`src/rtl/cis_ctrl_pkg.sv`:
```
// rtl/cis_ctrl_pkg.sv - shared types and widths for the CIS control path
package cis_ctrl_pkg;

    localparam int CLK_DIV_W       = 10;
    localparam int SKIP_W          = 10;
    localparam int GAP_W           = 16;
    localparam int DEF_TIME_W      = 24;
    localparam int DEF_FRAME_CNT_W = 16;

    typedef enum logic [1:0] {
        SEQ_IDLE    = 2'd0,
        SEQ_EXPOSE  = 2'd1,
        SEQ_READOUT = 2'd2,
        SEQ_GAP     = 2'd3
    } seq_state_t;

    // Shortest exposure that still spans one full pattern-engine clock period pair.
    function automatic logic [11:0] min_exposure(input logic [CLK_DIV_W-1:0] div);
        return ({2'b00, div} + 12'd1) << 1;
    endfunction

endpackage

```
`src/rtl/cis_frame_sequencer_if.sv`:
```
// rtl/cis_frame_sequencer_if.sv - control/config/status bundle of the frame sequencer
interface cis_frame_sequencer_if #(
    parameter int FRAME_CNT_W = cis_ctrl_pkg::DEF_FRAME_CNT_W,
    parameter int TIME_W      = cis_ctrl_pkg::DEF_TIME_W
);
    import cis_ctrl_pkg::*;

    logic                   start;
    logic                   abort;
    logic [FRAME_CNT_W-1:0] num_frames;
    logic [TIME_W-1:0]      exposure_cycles;
    logic [TIME_W-1:0]      readout_cycles;
    logic [GAP_W-1:0]       gap_cycles;
    logic [CLK_DIV_W-1:0]   clk_div_cfg;
    logic [SKIP_W-1:0]      skip_samples_cfg;

    logic                   integration;
    logic [CLK_DIV_W-1:0]   clk_div;
    logic [SKIP_W-1:0]      skip_samples;
    logic                   busy;
    logic                   frame_start;
    logic                   frame_done;
    logic                   seq_done;
    logic                   cfg_err;
    logic [FRAME_CNT_W-1:0] frame_count;

    modport master (
        output start, abort, num_frames, exposure_cycles, readout_cycles,
               gap_cycles, clk_div_cfg, skip_samples_cfg,
        input  integration, clk_div, skip_samples, busy, frame_start,
               frame_done, seq_done, cfg_err, frame_count
    );

    modport slave (
        input  start, abort, num_frames, exposure_cycles, readout_cycles,
               gap_cycles, clk_div_cfg, skip_samples_cfg,
        output integration, clk_div, skip_samples, busy, frame_start,
               frame_done, seq_done, cfg_err, frame_count
    );

endinterface

```
`src/rtl/cis_cycle_timer.sv`:
```
// rtl/cis_cycle_timer.sv - loadable down-counter that holds at zero
module cis_cycle_timer #(
    parameter int TIME_W = 24
) (
    input  logic              clk,
    input  logic              reset_n,
    input  logic              load,
    input  logic [TIME_W-1:0] value,
    output logic              zero
);

    logic [TIME_W-1:0] count;

    always_ff @(posedge clk or negedge reset_n) begin
        if (!reset_n) begin
            count <= '0;
        end else if (load) begin
            count <= value;
        end else if (count != '0) begin
            count <= count - TIME_W'(1);
        end
    end

    assign zero = (count == '0);

endmodule

```
`src/rtl/cis_frame_sequencer.sv`:
```
// rtl/cis_frame_sequencer.sv - exposure/readout/gap frame scheduler for the CIS pattern engine
module cis_frame_sequencer
    import cis_ctrl_pkg::*;
#(
    parameter int FRAME_CNT_W = DEF_FRAME_CNT_W,
    parameter int TIME_W      = DEF_TIME_W
) (
    input  logic                  clk,
    input  logic                  reset_n,
    cis_frame_sequencer_if.slave  bus
);

    seq_state_t             state, state_d;
    logic                   abort_pend, abort_pend_d;
    logic                   tmr_load, tmr_zero;
    logic [TIME_W-1:0]      tmr_value;
    logic                   latch_cfg, clr_count, inc_count;
    logic                   frame_start_d, frame_done_d, seq_done_d, cfg_err_d;
    logic                   cfg_ok, last_frame, stop_req;

    logic                   integration_q, busy_q;
    logic                   frame_start_q, frame_done_q, seq_done_q, cfg_err_q;
    logic [CLK_DIV_W-1:0]   clk_div_q;
    logic [SKIP_W-1:0]      skip_q;
    logic [FRAME_CNT_W-1:0] frame_count_q;

    assign cfg_ok = (bus.exposure_cycles != '0) && (bus.readout_cycles != '0) &&
                    (bus.exposure_cycles >= TIME_W'(min_exposure(bus.clk_div_cfg)));

    assign last_frame = (bus.num_frames != '0) &&
                        ((frame_count_q + FRAME_CNT_W'(1)) == bus.num_frames);

    // An abort arriving on the final readout cycle is honoured as if it were pending.
    assign stop_req = abort_pend || bus.abort || last_frame;

    cis_cycle_timer #(.TIME_W(TIME_W)) u_timer (
        .clk     (clk),
        .reset_n (reset_n),
        .load    (tmr_load),
        .value   (tmr_value),
        .zero    (tmr_zero)
    );

    always_comb begin
        state_d       = state;
        abort_pend_d  = abort_pend || bus.abort;
        tmr_load      = 1'b0;
        tmr_value     = '0;
        latch_cfg     = 1'b0;
        clr_count     = 1'b0;
        inc_count     = 1'b0;
        frame_start_d = 1'b0;
        frame_done_d  = 1'b0;
        seq_done_d    = 1'b0;
        cfg_err_d     = 1'b0;
        case (state)
            SEQ_IDLE: begin
                abort_pend_d = 1'b0;
                if (bus.start && !bus.abort) begin
                    if (cfg_ok) begin
                        state_d       = SEQ_EXPOSE;
                        tmr_load      = 1'b1;
                        tmr_value     = bus.exposure_cycles - TIME_W'(1);
                        latch_cfg     = 1'b1;
                        clr_count     = 1'b1;
                        frame_start_d = 1'b1;
                    end else begin
                        cfg_err_d = 1'b1;
                    end
                end
            end
            SEQ_EXPOSE: begin
                if (bus.abort || tmr_zero) begin
                    state_d   = SEQ_READOUT;
                    tmr_load  = 1'b1;
                    tmr_value = bus.readout_cycles - TIME_W'(1);
                end
            end
            SEQ_READOUT: begin
                if (tmr_zero) begin
                    frame_done_d = 1'b1;
                    inc_count    = 1'b1;
                    if (stop_req) begin
                        state_d    = SEQ_IDLE;
                        seq_done_d = 1'b1;
                    end else if (bus.gap_cycles != '0) begin
                        state_d   = SEQ_GAP;
                        tmr_load  = 1'b1;
                        tmr_value = TIME_W'(bus.gap_cycles) - TIME_W'(1);
                    end else begin
                        state_d       = SEQ_EXPOSE;
                        tmr_load      = 1'b1;
                        tmr_value     = bus.exposure_cycles - TIME_W'(1);
                        latch_cfg     = 1'b1;
                        frame_start_d = 1'b1;
                    end
                end
            end
            SEQ_GAP: begin
                if (bus.abort) begin
                    state_d    = SEQ_IDLE;
                    seq_done_d = 1'b1;
                end else if (tmr_zero) begin
                    state_d       = SEQ_EXPOSE;
                    tmr_load      = 1'b1;
                    tmr_value     = bus.exposure_cycles - TIME_W'(1);
                    latch_cfg     = 1'b1;
                    frame_start_d = 1'b1;
                end
            end
            default: state_d = SEQ_IDLE;
        endcase
    end

    always_ff @(posedge clk or negedge reset_n) begin
        if (!reset_n) begin
            state         <= SEQ_IDLE;
            abort_pend    <= 1'b0;
            integration_q <= 1'b0;
            busy_q        <= 1'b0;
            frame_start_q <= 1'b0;
            frame_done_q  <= 1'b0;
            seq_done_q    <= 1'b0;
            cfg_err_q     <= 1'b0;
            clk_div_q     <= '0;
            skip_q        <= '0;
            frame_count_q <= '0;
        end else begin
            state         <= state_d;
            abort_pend    <= abort_pend_d;
            integration_q <= (state_d == SEQ_EXPOSE);
            busy_q        <= (state_d != SEQ_IDLE);
            frame_start_q <= frame_start_d;
            frame_done_q  <= frame_done_d;
            seq_done_q    <= seq_done_d;
            cfg_err_q     <= cfg_err_d;
            if (latch_cfg) begin
                clk_div_q <= bus.clk_div_cfg;
                skip_q    <= bus.skip_samples_cfg;
            end
            if (clr_count) begin
                frame_count_q <= '0;
            end else if (inc_count) begin
                frame_count_q <= frame_count_q + FRAME_CNT_W'(1);
            end
        end
    end

    assign bus.integration  = integration_q;
    assign bus.busy         = busy_q;
    assign bus.frame_start  = frame_start_q;
    assign bus.frame_done   = frame_done_q;
    assign bus.seq_done     = seq_done_q;
    assign bus.cfg_err      = cfg_err_q;
    assign bus.clk_div      = clk_div_q;
    assign bus.skip_samples = skip_q;
    assign bus.frame_count  = frame_count_q;

endmodule
```
`src/flat_wrapper.sv`:
```
// flat-port wrapper written by rule: the top's interface ports become plain ports
module cis_frame_sequencer_flat import cis_ctrl_pkg::*;
#(
    parameter int FRAME_CNT_W = DEF_FRAME_CNT_W,
    parameter int TIME_W      = DEF_TIME_W
)
  (clk, reset_n, bus_start, bus_abort, bus_num_frames, bus_exposure_cycles, bus_readout_cycles, bus_gap_cycles, bus_clk_div_cfg, bus_skip_samples_cfg, bus_integration, bus_clk_div, bus_skip_samples, bus_busy, bus_frame_start, bus_frame_done, bus_seq_done, bus_cfg_err, bus_frame_count);
  cis_frame_sequencer_if #(.FRAME_CNT_W(FRAME_CNT_W), .TIME_W(TIME_W)) bus_i ();
  input  logic clk;
  input  logic reset_n;
  input wire logic [$bits(bus_i.start)-1:0] bus_start;
  input wire logic [$bits(bus_i.abort)-1:0] bus_abort;
  input wire logic [$bits(bus_i.num_frames)-1:0] bus_num_frames;
  input wire logic [$bits(bus_i.exposure_cycles)-1:0] bus_exposure_cycles;
  input wire logic [$bits(bus_i.readout_cycles)-1:0] bus_readout_cycles;
  input wire logic [$bits(bus_i.gap_cycles)-1:0] bus_gap_cycles;
  input wire logic [$bits(bus_i.clk_div_cfg)-1:0] bus_clk_div_cfg;
  input wire logic [$bits(bus_i.skip_samples_cfg)-1:0] bus_skip_samples_cfg;
  output wire logic [$bits(bus_i.integration)-1:0] bus_integration;
  output wire logic [$bits(bus_i.clk_div)-1:0] bus_clk_div;
  output wire logic [$bits(bus_i.skip_samples)-1:0] bus_skip_samples;
  output wire logic [$bits(bus_i.busy)-1:0] bus_busy;
  output wire logic [$bits(bus_i.frame_start)-1:0] bus_frame_start;
  output wire logic [$bits(bus_i.frame_done)-1:0] bus_frame_done;
  output wire logic [$bits(bus_i.seq_done)-1:0] bus_seq_done;
  output wire logic [$bits(bus_i.cfg_err)-1:0] bus_cfg_err;
  output wire logic [$bits(bus_i.frame_count)-1:0] bus_frame_count;
  assign bus_i.start = bus_start;
  assign bus_i.abort = bus_abort;
  assign bus_i.num_frames = bus_num_frames;
  assign bus_i.exposure_cycles = bus_exposure_cycles;
  assign bus_i.readout_cycles = bus_readout_cycles;
  assign bus_i.gap_cycles = bus_gap_cycles;
  assign bus_i.clk_div_cfg = bus_clk_div_cfg;
  assign bus_i.skip_samples_cfg = bus_skip_samples_cfg;
  assign bus_integration = bus_i.integration;
  assign bus_clk_div = bus_i.clk_div;
  assign bus_skip_samples = bus_i.skip_samples;
  assign bus_busy = bus_i.busy;
  assign bus_frame_start = bus_i.frame_start;
  assign bus_frame_done = bus_i.frame_done;
  assign bus_seq_done = bus_i.seq_done;
  assign bus_cfg_err = bus_i.cfg_err;
  assign bus_frame_count = bus_i.frame_count;
  cis_frame_sequencer #(.FRAME_CNT_W(FRAME_CNT_W), .TIME_W(TIME_W)) u_core (.clk(clk), .reset_n(reset_n), .bus(bus_i));
endmodule
```
`config.mk`:
```
export PLATFORM = sky130hd
export DESIGN_NAME = cis_frame_sequencer_flat
export DESIGN_NICKNAME = d
export VERILOG_FILES = /design/src/rtl/cis_ctrl_pkg.sv /design/src/rtl/cis_frame_sequencer_if.sv /design/src/rtl/cis_cycle_timer.sv /design/src/rtl/cis_frame_sequencer.sv /design/src/flat_wrapper.sv
export SDC_FILE = /design/constraint.sdc
export NUM_CORES = 1
export LEC_CHECK = 0
export BUFFER_PORTS_ARGS = -buffer_cell sky130_fd_sc_hd__buf_2
export CAP_MARGIN = 20
export CORE_UTILIZATION = 50
export CTS_CLUSTER_SIZE = 30
export DETAILED_ROUTE_END_ITERATION = 7
export GPL_TIMING_DRIVEN = 0
export MAX_ROUTING_LAYER = met4
export PLACE_DENSITY_LB_ADDON = 0.05
export SKIP_CTS_REPAIR_TIMING = 1
export SLEW_MARGIN = 20
export SYNTH_ARGS = -nofsm -noshare
export SYNTH_HDL_FRONTEND = slang
export SYNTH_HIERARCHICAL = 1
export SYNTH_SLANG_ARGS = --single-unit
```
`constraint.sdc`:
```
create_clock -name clk -period 3.8 [get_ports clk]
set_clock_uncertainty 0.15 [all_clocks]
set_input_delay 0.38 -clock clk [delete_from_list [all_inputs] [get_ports clk]]
set_output_delay 0.38 -clock clk [all_outputs]
set_load 0.05 [all_outputs]
```
Word level (Yosys, flattened, before mapping)
Index checks and enable logic that the tools add are counted.

Add/sub/neg operators: 6. Multipliers: 0. Divide/modulo/power cells: 0. Order comparisons: 1. Equality and inequality tests: 5. Shifts and indexed selects: 0. Muxes and demuxes: 44. Bitwise operators: 0. Reduce and logical (&&, ||, !) cells: 18.

Operators by type and width (count): 24-bit 2-to-1 mux (10); 24-bit case mux with 4 select lines (1); 24-bit nonzero test (3); 24-bit by 1-bit subtractor with 24-bit output, second input constant (3); 16-bit 2-to-1 mux (2); 16-bit nonzero test (2); 24-bit by 12-bit greater-or-equal comparator with 1-bit output (1); 24-bit logical NOT (1); 1-bit 2-to-1 mux (19); 16-bit by 1-bit subtractor with 17-bit output, second input constant (1); 16-bit by 1-bit adder with 16-bit output, second input constant (1); 16-bit equality test (1); 2-bit 2-to-1 mux (8); 10-bit by 1-bit adder with 11-bit output, second input constant (1); 2-bit case mux with 4 select lines (1); 2-bit nonzero test (3); 2-bit by 1-bit equality test with 1-bit output, second input constant (2); 2-bit equality test, second input constant (2); 1-bit logical AND (4); 1-bit case mux with 4 select lines (1); 1-bit logical OR (3); 1-bit case mux with 3 select lines (1); 2-bit logical NOT (1); 1-bit case mux with 2 select lines (1); 1-bit logical NOT (1).

Flip-flop bits (word level): 69. Latch bits: 0. RAM bits: 0. Memory bits (read-only): 0. Output and inout bits: 42. Word-level logic and storage cells: 86. Memories kept: 0.

Logic depth before layout (Yosys ltp)
Gate-level depths: netlist (run 1).

Depth in word-level cells: 8. Gate-level depth with buffers: 17. Depth with buffers taken out: 14.

Modules after synthesis
Netlist (run 1), hierarchy kept.

Modules (own cells, without submodules): cis_frame_sequencer (instances 1, cells each 531, area an instance 4400.5 µm²); cis_cycle_timer (instances 1, cells each 147, area an instance 1451.4 µm²).

Worst setup path before layout (run 1)
No wires, ideal clock.

Path type: flip-flop to flip-flop. Start: reg u_core.u_timer.count[0]. End: reg u_core.u_timer.count[12]. Data arrival time: 3433 ps. Data required time: 3568 ps. Setup slack: 136 ps. Cell stages (with the launch flop): 18. Period minus slack after synthesis: 3664 ps. Cell sequence: dfrtp_1 > inv_1 > ha_1 > or4b_2 > nor4_4 > nand2_1 > inv_1 > nand2_1 > or2_2 > clkbuf_1 > inv_1 > and3_1 > buf_6 > clkbuf_1 > o211ai_1 > o211ai_1 > nor2_1 > a31oi_1.

Word-level cells in the longest chain between the ends: 5. Elaborated cells between the ends (all ways): 17. Those cells by class: add/sub (1); mux (12); reduce/logical (4).

RTL lines: from (decl) (line cis_cycle_timer.sv:12) `logic [TIME_W-1:0] count;`; from (signal assigned) (line cis_cycle_timer.sv:18) `count <= value;`; from (signal assigned) (line cis_cycle_timer.sv:20) `count <= count - TIME_W'(1);`; 24-bit logical NOT (*) (line cis_cycle_timer.sv:24) `assign zero = (count == '0);`; named net u_core.tmr_zero (line cis_frame_sequencer.sv:15) `logic tmr_load, tmr_zero;`; 24-bit 2-to-1 mux / 1-bit logical OR (equally long branches) (line cis_frame_sequencer.sv:103, cis_frame_sequencer.sv:73); 24-bit 2-to-1 mux, on equally long branches (line cis_frame_sequencer.sv:100, cis_frame_sequencer.sv:73); 24-bit case mux with 4 select lines (*) (line cis_frame_sequencer.sv:56) `case (state)`; named net u_core.tmr_value[12] (line cis_frame_sequencer.sv:16) `logic [TIME_W-1:0] tmr_value;`; 24-bit 2-to-1 mux (*) (line cis_cycle_timer.sv:17) `end else if (load) begin`.

The timed path passes the listed nets; every way through them passes the cells marked *. The select of a mux whose other input is x is not followed. A chain may end at the register's enable or synchronous reset.

Final worst setup path (run 1)
Start: reg u_core.u_timer.count[0]. End: reg u_core.u_timer.count[7].

Word-level cells in the longest chain between the ends: 5. Elaborated cells between the ends (all ways): 17. Those cells by class: add/sub (1); mux (12); reduce/logical (4).

RTL lines (line): 24-bit logical NOT (*) (cis_cycle_timer.sv:24); named net u_core.tmr_zero (cis_frame_sequencer.sv:15); 1-bit 2-to-1 mux / 1-bit logical OR (equally long branches) (cis_frame_sequencer.sv:103, cis_frame_sequencer.sv:73); 1-bit 2-to-1 mux, on equally long branches (cis_frame_sequencer.sv:100, cis_frame_sequencer.sv:73); 1-bit case mux with 4 select lines (*) (cis_frame_sequencer.sv:56); named net u_core.tmr_load (cis_frame_sequencer.sv:15); 24-bit 2-to-1 mux / 2-bit nonzero test (equally long branches).

Marked as above.

==> metrics.yaml, run 1 <==
die:
  ioPinCount: 146
  die_w_um: 110
  rows: 39
  start_util_pct: 51.2
  die_area_um2: 12100
  core_area_um2: 11400
  die-height_um: 110
min_path:
  hp-class: "in -> reg"
  min_from: "bus_skip_samples_cfg[6]"
clocking:
  cts_tree: "yes"
  h-tree-depth: 3
  cts_made_buffers: 9
  cts_sinks: 69
  clkTransAtPathRegs_ns: 0.06
  clk_path_buf_depth: 2
  clkLatencyLatePin_ns: 0.35
  root_buffer: "clkbuf_16"
job:
  max_cap_viol_count: 0
worst_setup_path:
  critPathMaxStageDelay_ns: 0.51
  crit_type: "reg -> reg"
  cp-start-kind: "register"
  required_ns: 3.88
  worst_ep_arrival_time_ns: 3.69
  path_cells: "inv_1, ha_1, or4b_4, nor4_4, buf_4, nand2_2, inv_4, nand2_2, or2_4, inv_4, nand3_1, nand3_4, clkinvlp_4, mux2_2"
  crit_start: "u_core/u_timer/count[0]"
  cp-end-kind: "register"
  timing.rr.start: "u_core/u_timer/count[0]"
  crit_slowest_cell: "or4b_4"
  worstPathMaxFanout: 10
yosys:
  yosys_warnings: 6
  ys_types: 66
  synth_seq_area_share_pct: 29.5
  ys_seq_elements: 69
  synth_commonest_cells: "xnor2_1 (73), dfrtp_1 (69), nand2_1 (58)"
  synthesis.area_per_instance_um2: 8.63
  syn_inst: 678
  synth_edf_count: 0
  yosysTopAreaCell: "dfrtp_1"
  synth_area_leaders: "dfrtp_1 (30%), xnor2_1 (11%), xor2_1 (5.8%)"
  ys_async_sr_fraction_pct: 100
  mappedNetlistArea_um2: 5850
  syn-num-nets: 802
  synth.most_common_cell: "xnor2_1"
  synth_top_area_share_pct: 29.5
  synth_ff_type: "dfrtp_1"
drt:
  drc: 0
  avgViaCountPerCell: 5.85
  ant_nets: 0
  dr.pass1.iters: 5
  drtIter0Drc: 398
  via_count: 5781
  wl_per_cell_um: 17.3
  wl_um: 17100
grt:
  grt_first_pass_wirelength_um: 26000
  antenna_found_initial: 1
  grt_max_degree: 52
  grt_pass1_vias: 5281
  grt.total_usage_pct: 29.4
  overflow: 0
timing:
  worstMarginPinSlew_ns: 0.875
  fin_crit_ns: 3.61
  fin_setup_tns_ns: 0
  hold_viol: 0
  report.final.slew_viol_count: 0
  clock.fmax_mhz: 277
  slew_headroom_pct: 41.2
  fin_crit_sh_pct: 95.1
  finalSetupViolations: 0
power:
  leakage_nw: 3.10
  ir_drop_uv: 463
  total_power_mw: 4.26
  p_per_area_nw_per_um2: 589
final_layout:
  layout-drive-gt1-share_pct: 29.5
  syn2layout_area_growth_pct: 23.7
  layout.nets: 963
status:
  status: "finished clean"
placement:
  gp_congestion: 0.912
  post-dp-hpwl_um: 13500
  io_buffers: 145
-- final timing paths --
| path | endpoint | depth (start not counted) | slack [ns] |
|---|---|---|---|
| max reg2reg | u_core/u_timer/count[7] | 14 | 0.19 |
| min in group asynchronous | u_core/bus.frame_count[5] | 2 | 0.33 |
| max | u_core/u_timer/count[7] | 14 | 0.19 |
| min | u_core/bus.skip_samples[6] | 2 | 0.11 |
| max in group asynchronous | u_core/u_timer/count[16] | 3 | 2.62 |
| min reg2reg | u_core/bus.skip_samples[4] | 1 | 0.35 |
-- cells in the final DEF (no fill, tap or decap), types with 10 or more instances in the layout --
cell,instances
buf_2,152
xnor2_1,73
dfrtp_1,69
nand2_1,56
nor2_1,56
xor2_1,39
nor3_1,33
a21oi_1,27
nor4_1,25
o21ai_0,21
inv_1,20
ha_1,20
nand3_1,17
mux2_2,14
or3_1,13
o211ai_1,13
o22ai_1,11
clkbuf_1,10
-- per-layer routing --
metal | vias up | global-route usage [%] | part of all wire [%] | wire [um]
li1 | 2800 | - | - | -
met1 | 2749 | 36.9 | 44 | 7590
met2 | 196 | 47.0 | 48 | 8190
met3 | 36 | 5.17 | 4.9 | 844
met4 | 0 | 12.0 | 2.6 | 451
met5 | - | - | 0 | 0
-- flip-flops by register name, summed over array words and instances, names as in the netlist --
name                     flops
u_core/u_timer/count        24
u_core/bus.frame_count      16
u_core/bus.clk_div          10
u_core/bus.skip_samples     10
u_core/state                 2
u_core/abort_pend            1
u_core/bus.busy              1
u_core/bus.cfg_err           1
u_core/bus.frame_done        1
u_core/bus.frame_start       1
u_core/bus.integration       1
u_core/bus.seq_done          1
-- final cells by class --
class / count / area (um^2)
Antenna cell: 1 / 2.50
Buffer: 31 / 161
Tap cell: 143 / 179
Sequential cell: 69 / 1730
Multi-Input combinational cell: 551 / 3930
Clock inverter: 7 / 104
Inverter: 25 / 103
Fill cell: 1032 / 4180
Timing Repair Buffer: 152 / 803
Clock buffer: 9 / 225
-- kinds of logic (layout without fill, tap and decap cells) --
group                    Yosys count  after routing  synth area share, %
AND/OR/NAND/NOR                  274            274                 25.7
AO/OA/AOI/OAI                    121            121                 14.2
XOR/XNOR                         112            112                 16.8
flip-flops                        69             69                 29.5
buffers and inverters             58            224                 4.36
multiplexers                      24             24                 5.17
adder cells (fa/ha/maj)           20             20                 4.28
other                              0              1                    0
-- critical path: cells and delay by family (launching register included) --
kind / cells / cell delay, ns
AND/OR/NAND/NOR: 7 / 1.70
buffers and inverters: 5 / 0.75
flip-flops: 1 / 0.40
multiplexers: 1 / 0.32
adder cells (fa/ha/maj): 1 / 0.15
-- stage by stage --
stage / hold slack [ns] / utilization, % / cell area (um^2) / cells / worst slack (ns)
after detailed placement: 0.133 / 59.4 / 6790 / 967 / -0.935
final: 0.113 / 63.4 / 7240 / 988 / 0.188
after floorplan: -0.0656 / - / 5850 / 678 / 0.136
after CTS: -0.241 / 62.3 / 7120 / 983 / -0.963
after global placement: 0.332 / 59.2 / 6760 / 966 / -0.852
after global routing: 0.105 / 63.4 / 7240 / 988 / -0.00438
-- report_power, final --
part / internal, mW / switching, mW / leakage, nW
clock: 0.584 / 0.366 / 0.161
sequential: 0.937 / 0.188 / 0.817
combinational: 0.823 / 1.36 / 2.13
No activity file was read; power rests on OpenSTA's default activity.
==> run 2: changes to the inputs <==
==> constraint.sdc (replaced) <==
create_clock -name clk -period 3.8 [get_ports clk]
set_clock_uncertainty 0.15 [all_clocks]
set_input_delay 0.19 -clock clk [delete_from_list [all_inputs] [get_ports clk]]
set_output_delay 0.19 -clock clk [all_outputs]
set_load 0.05 [all_outputs]
==> run 2 against run 1 <==
  * The flow now finishes with violations (hold timing)
  * Register-to-register slack gained 0.03 ns
  * Maximum frequency grew 0.89%
  * Flip-flop and latch count is the same
  * Routed wire length grew 1.5%
  * Via count grew 1.3%
  * Critical path type unchanged
  * Sequential power is essentially flat
  * Non-clock buffer count grew 17
  * Critical path depth grew 2
  * Sequential share of layout area shrank 0.50 points
  * Combinational power is essentially flat
  * Total power grew 0.33%
==> metrics.yaml, run 2 (synthesis gave the netlist of run 1 again) <==
status:
  status: "finished with violations"
  violations: "hold timing"
placement:
  io_buffers: 145  # unchanged
  gp_congestion: 0.912  # unchanged
  place_area_um2: 6790  # unchanged
  dp_cells: 967  # unchanged
  post-dp-hpwl_um: 13500  # unchanged
drt:
  wl_um: 17300  # +1.5%
  drtIter0Drc: 364  # -8.5%
  avgViaCountPerCell: 5.83  # -0.37%
  dr.pass1.iters: 5  # unchanged
  wl_per_cell_um: 17.2  # -0.25%
  ant_nets: 0  # unchanged
  drc: 0  # unchanged
  via_count: 5859  # +1.3%
clocking:
  cts_made_buffers: 9  # unchanged
  cts_sinks: 69  # unchanged
  root_buffer: "clkbuf_16"
  clk_path_buf_depth: 2  # unchanged
  clkTransAtPathRegs_ns: 0.06  # about the same
  cts_tree: "yes"
  h-tree-depth: 3  # unchanged
  clkLatencyLatePin_ns: 0.35  # about the same
die:
  core_area_um2: 11400  # unchanged
  die-height_um: 110  # unchanged
  ioPinCount: 146  # unchanged
  die_area_um2: 12100  # unchanged
  rows: 39  # unchanged
  start_util_pct: 51.2  # unchanged
  die_w_um: 110  # unchanged
final_layout:
  largest_register_ffs: 24  # unchanged
  fin_area_um2: 7400  # +2.2%
  regArea_um2: 1730  # about the same
  top_register: "u_core/u_timer/count"
  instances_no_fill: 1005  # +1.7%
  fillCellCount: 1008  # -2.3%
  layout-drive-gt1-share_pct: 28.8  # -0.70 points
  multi_input_area_um2: 3930  # -0.19%
  syn2layout_area_growth_pct: 26.4
  layout.nets: 980  # +1.8%
  final_common_cell: "buf_2"
  layout_common_cells: "buf_2 (152), xnor2_1 (73), dfrtp_1 (68)"
  fin_util_pct: 64.8  # +1.4 points
timing:
  slew_headroom_pct: 41.8  # +0.58 points
  report.final.slew_viol_count: 0  # unchanged
  whs_ns: -0.00605  # -0.119 ns
  worstMarginPinSlew_ns: 0.866  # -0.00861 ns
  fin_crit_ns: 3.58  # -0.0318 ns
  fin_crit_sh_pct: 94.2  # -0.84 points
  clock.fmax_mhz: 279  # +0.89%
  finalSetupViolations: 0  # unchanged
  hold_viol: 1  # +1
job:
  max_cap_viol_count: 0  # unchanged
worst_setup_path:
  required_ns: 3.93  # +0.05 ns
  worst_ep_arrival_time_ns: 3.71  # +0.02 ns
  critPathMaxStageDelay_ns: 0.51  # about the same
  crit_type: "reg -> reg"
  cp-end-kind: "register"
  crit_slowest_cell: "or4b_4"
  cp-start-kind: "register"
  path_cells: "inv_1, ha_1, or4b_4, nor4_4, buf_4, nand2_2, inv_4, nand2_2, or2_4, inv_4, and3_1, buf_6, a21boi_4, buf_2, o22ai_1, a22o_1"
  rrSetupSlack_ns: 0.22  # +0.03 ns
  worstPathMaxFanout: 10  # unchanged
grt:
  grt_pass1_vias: 5281  # unchanged
  antenna_found_initial: 1  # unchanged
  grt.total_usage_pct: 29.4  # unchanged
  overflow: 0  # unchanged
  grt_first_pass_wirelength_um: 26000  # unchanged
  grt_max_degree: 52  # unchanged
min_path:
  hp-class: "in -> reg"
power:
  p_per_area_nw_per_um2: 578  # -1.9%
  leakage_nw: 3.17  # +2.2%
  ir_drop_uv: 463  # about the same
run 2: cell types whose count changed in the layout (fill, tap and decap cells not counted), sizes merged:
| cell | change |
|---|---|
| inv | +1 |
| clkinvlp | -1 |
| dlygate4sd3 | +17 |
run 2: final timing paths:
| check | startpoint | endpoint | cells past startpoint |
|---|---|---|---|
| min in group asynchronous | reset_n | u_core/bus.frame_count[5] | 2 |
| worst max-delay path | u_core/u_timer/count[0] | u_core/u_timer/count[18] | 16 |
| max in group asynchronous | reset_n | u_core/u_timer/count[16] | 3 |
| worst min-delay path | bus_clk_div_cfg[3] | u_core/bus.clk_div[3] | 2 |
| worst max register to register | u_core/u_timer/count[0] | u_core/u_timer/count[18] | 16 |
| worst min register to register | u_core/bus.skip_samples[7] | u_core/bus.skip_samples[7] | 1 |
run 2: power by group:
group | leakage [nW] | total [mW] | switching (mW) | internal, mW
combinational | 2.19 | 2.20 | 1.37 | 0.834
clock | 0.161 | 0.949 | 0.365 | 0.584
sequential | 0.816 | 1.13 | 0.188 | 0.938
total | 3.17 | 4.28 | 1.92 | 2.36
run 2: cell type report:
cell class                      count  area share, %
Antenna cell                        1         0.0338
Buffer                             31           2.20
Clock buffer                        9           3.04
Clock inverter                      7           1.40
Inverter                           25           1.34
Multi-Input combinational cell    551           53.1
Sequential cell                    69           23.4
Tap cell                          143           2.42
Timing Repair Buffer              169           13.2
run 2: metal layers:
metal	up-vias	GRT usage, %	wire length [um]
li1	2834	-	-
met1	2794	36.9	7550
met2	199	47.0	8390
met3	32	5.17	889
met4	0	12.0	506
met5	-	-	0
run 2: worst max-delay path, delay by kind of cell (launching register included):
| family | cells | cell delay (ns) |
|---|---|---|
| DFF | 1 | 0.40 |
| buffers and inverters | 6 | 0.86 |
| and+or+nand+nor | 6 | 1.41 |
| AOI/OAI and AO/OA | 3 | 0.52 |
| adders and majority gates | 1 | 0.15 |
run 2: metrics by stage:
step | setup TNS (ns) | power, mW | setup WS (ns)
finish | 0 | 4.28 | 0.220
global route | -0.0000608 | 4.53 | -0.0000608
CTS | -29.03 | 4.21 | -0.963
detailed placement | -27.62 | 3.25 | -0.935
global placement | -24.78 | 3.20 | -0.852
floorplan | 0 | 2.73 | 0.136
==> run 3: changes to the inputs <==
--- a/config.mk
+++ b/config.mk
@@ -17,5 +17,4 @@
 export SLEW_MARGIN = 20
 export SYNTH_ARGS = -nofsm -noshare
 export SYNTH_HDL_FRONTEND = slang
-export SYNTH_HIERARCHICAL = 1
 export SYNTH_SLANG_ARGS = --single-unit
==> run 3 against run 2 <==
  * The flow finishes with violations (DRC, hold timing)
  * Largest power group unchanged
  * Critical endpoint is now u_core.u_timer.count[18]
  * Synthesized cell count grew 5.6%
  * Die area increased by 2.0%
  * Hold slack hardly changed
==> metrics.yaml, run 3 <==
drt:
  drtIter0Drc: 675  # +85%
  drc: 18  # +18
  ant_nets: 0  # unchanged
  via_count: 6278  # +7.2%
  wl_um: 19000  # +9.8%
  avgViaCountPerCell: 5.96  # +2.2%
  wl_per_cell_um: 18.0  # +4.7%
  dr.pass1.iters: 7  # +2
grt:
  grt_max_degree: 39  # -25%
  overflow: 0  # unchanged
  grt.total_usage_pct: 31.1  # +1.7 points
  antenna_found_initial: 0  # -1
  grt_first_pass_wirelength_um: 29600  # +14%
  grt_pass1_vias: 5797  # +9.8%
job:
  max_cap_viol_count: 0  # unchanged
clocking:
  h-tree-depth: 3  # unchanged
  root_buffer: "clkbuf_16"
  cts_sinks: 69  # unchanged
  clkLatencyLatePin_ns: 0.34  # about the same
  clk_path_buf_depth: 2  # unchanged
  cts_made_buffers: 9  # unchanged
  cts_tree: "yes"
  clkTransAtPathRegs_ns: 0.06  # about the same
die:
  core_area_um2: 11500  # +0.85%
  die_w_um: 111  # +0.97%
  start_util_pct: 51.8  # +0.58 points
  die_area_um2: 12400  # +2.0%
  die-height_um: 111  # +0.97%
  ioPinCount: 146  # unchanged
  rows: 39  # unchanged
timing:
  worstMarginPinSlew_ns: 0.981  # +0.115 ns
  hold_viol: 2  # +1
  setup_ws_ns: 0.0789  # -0.141 ns
  clock.fmax_mhz: 269  # -3.8%
  slew_headroom_pct: 34.1  # -7.7 points
  finalSetupViolations: 0  # unchanged
  report.final.slew_viol_count: 0  # unchanged
  whs_ns: -0.00628  # -0.000231 ns
  fin_crit_sh_pct: 97.9  # +3.7 points
  rsz0062_at_grt: "yes"
  fin_crit_ns: 3.72  # +0.141 ns
yosys:
  synth_area_leaders: "dfrtp_1 (29%), xnor2_1 (7.9%), xor2_1 (7.6%)"
  synth.most_common_cell: "nor2_1"
  ys_types: 70  # +6.1%
  synthesis.area_per_instance_um2: 8.34  # -3.4%
  synth_edf_count: 0  # unchanged
  yosys_warnings: 0  # -6
  syn-num-nets: 838  # +4.5%
  synth_seq_area_share_pct: 28.9  # -0.58 points
  ys_async_sr_fraction_pct: 100  # unchanged
  yosysTopAreaCell: "dfrtp_1"
  syn_inst: 716  # +5.6%
  synth_ff_type: "dfrtp_1"
  ys_seq_elements: 69  # unchanged
  synth_commonest_cells: "nor2_1 (90), dfrtp_1 (69), xnor2_1 (54)"
  mappedNetlistArea_um2: 5970  # +2.0%
  synth_top_area_share_pct: 28.9  # -0.58 points
final_layout:
  top_register: "u_core.u_timer.count"
  syn2layout_area_growth_pct: 28.1
  n_antenna_cell: 0  # -1
  largest_register_ffs: 24  # unchanged
  fin_area_um2: 7650  # +3.3%
  layout-drive-gt1-share_pct: 27.3  # -1.5 points
  final_common_cell: "buf_2"
  layout_common_cells: "buf_2 (146), nor2_1 (90), dfrtp_1 (64)"
  layout.nets: 1028  # +4.9%
placement:
  gp_congestion: 0.946  # +3.7%
  place_area_um2: 6900  # +1.6%
  place_ws_ns: -0.450  # +0.484 ns
  io_buffers: 145  # unchanged
  post-dp-hpwl_um: 14500  # +7.1%
worst_setup_path:
  crit_type: "reg -> reg"
  worst_ep_arrival_time_ns: 3.79  # +0.08 ns
  cp-end-kind: "register"
  cp-start-kind: "register"
  required_ns: 3.87  # -0.06 ns
  worstPathMaxFanout: 10  # unchanged
power:
  p_per_area_nw_per_um2: 483  # -16%
  ir_drop_uv: 667  # +44%
  leakage_nw: 3.32  # +4.6%
status:
  status: "finished with violations"
  violations: "DRC, hold timing"
min_path:
  hp-class: "in -> reg"
==> run 3: changes by cell type after synthesis, sizes merged, moves of 8 or more <==
cell    before  now
nor2        56   90
xnor2       73   54
xor2        39   52
a22oi        0   10
nand2       58   48
a221oi       0    8
o22ai       11    3
==> run 3: path summary, 6_finish.rpt <==
check                                     startpoint                          to  slack, ns  depth (start not counted)
max in group asynchronous                    reset_n  u_core.bus.frame_count[10]       2.72                          3
hold / removal                    bus_clk_div_cfg[6]       u_core.bus.clk_div[6]     -0.006                          2
hold reg to reg                u_core.bus.clk_div[0]       u_core.bus.clk_div[0]       0.34                          1
setup / recovery           u_core.bus.frame_count[0]    u_core.u_timer.count[18]       0.08                         11
min in group asynchronous                    reset_n    u_core.u_timer.count[19]       0.19                          2
setup reg to reg           u_core.bus.frame_count[0]    u_core.u_timer.count[18]       0.08                         11
==> run 3: metal layers <==
layer / GRT usage [%] / vias up / part of all wire (%)
li1: - / 3001 / -
met1: 42.6 / 2948 / 45
met2: 47.8 / 300 / 47
met3: 5.30 / 29 / 7.7
met4: 7.57 / 0 / 1.2
met5: - / - / 0
==> run 3: layout make-up <==
class                   instances  area (um^2)
plain buffers                  20          131
flip-flops and latches         69         1730
repair buffers                184         1080
inverters                      19         71.3
multi-input cells             603         4160
clock buffers                   9          225
fillers                       988         3870
well taps                     143          179
clock inverters                 7         73.8
==> run 3: where the power goes <==
group          leakage (nW)  total, mW  internal [mW]  switching (mW)
sequential            0.862       1.22          0.997           0.222
clock                 0.146      0.854          0.510           0.344
combinational          2.31       1.62          0.587            1.03
total                  3.32       3.69           2.09            1.60
==> run 3: cells by family after synthesis <==
group | count (synthesis) | share of synthesized area [%]
adders and majority gates | 18 | 3.77
DFF | 69 | 28.9
muxes | 25 | 4.67
buffers and inverters | 44 | 3.35
AOI/OAI and AO/OA | 134 | 15.2
and+or+nand+nor | 320 | 28.5
xor gates and xnor gates | 106 | 15.6
==> run 3: critical path: stages (launching register included) <==
cell      delay (ns)
dfrtp_2         0.44
nand3_2         0.18
or2_4           0.30
o41a_1          0.43
or4_4           0.51
nor4b_4         0.40
nor4b_4         0.08
buf_4           0.17
a211o_4         0.36
buf_6           0.16
a222oi_1        0.34
nor2_1          0.07
==> run 3: per-stage QoR <==
step	hold slack [ns]	util, %	power [mW]	TNS [ns]	std cells
3_5_place_dp	0.0174	59.9	2.77	-14.20	1005
3_3_place_gp	0.267	59.7	2.72	-13.22	1004
5_1_grt	0.00258	66.4	3.88	-0.0575	1054
6_report	-0.00628	66.4	3.69	0	1054
4_1_cts	-0.348	62.5	3.63	-13.81	1021
2_1_floorplan	-0.256	-	2.32	0	716
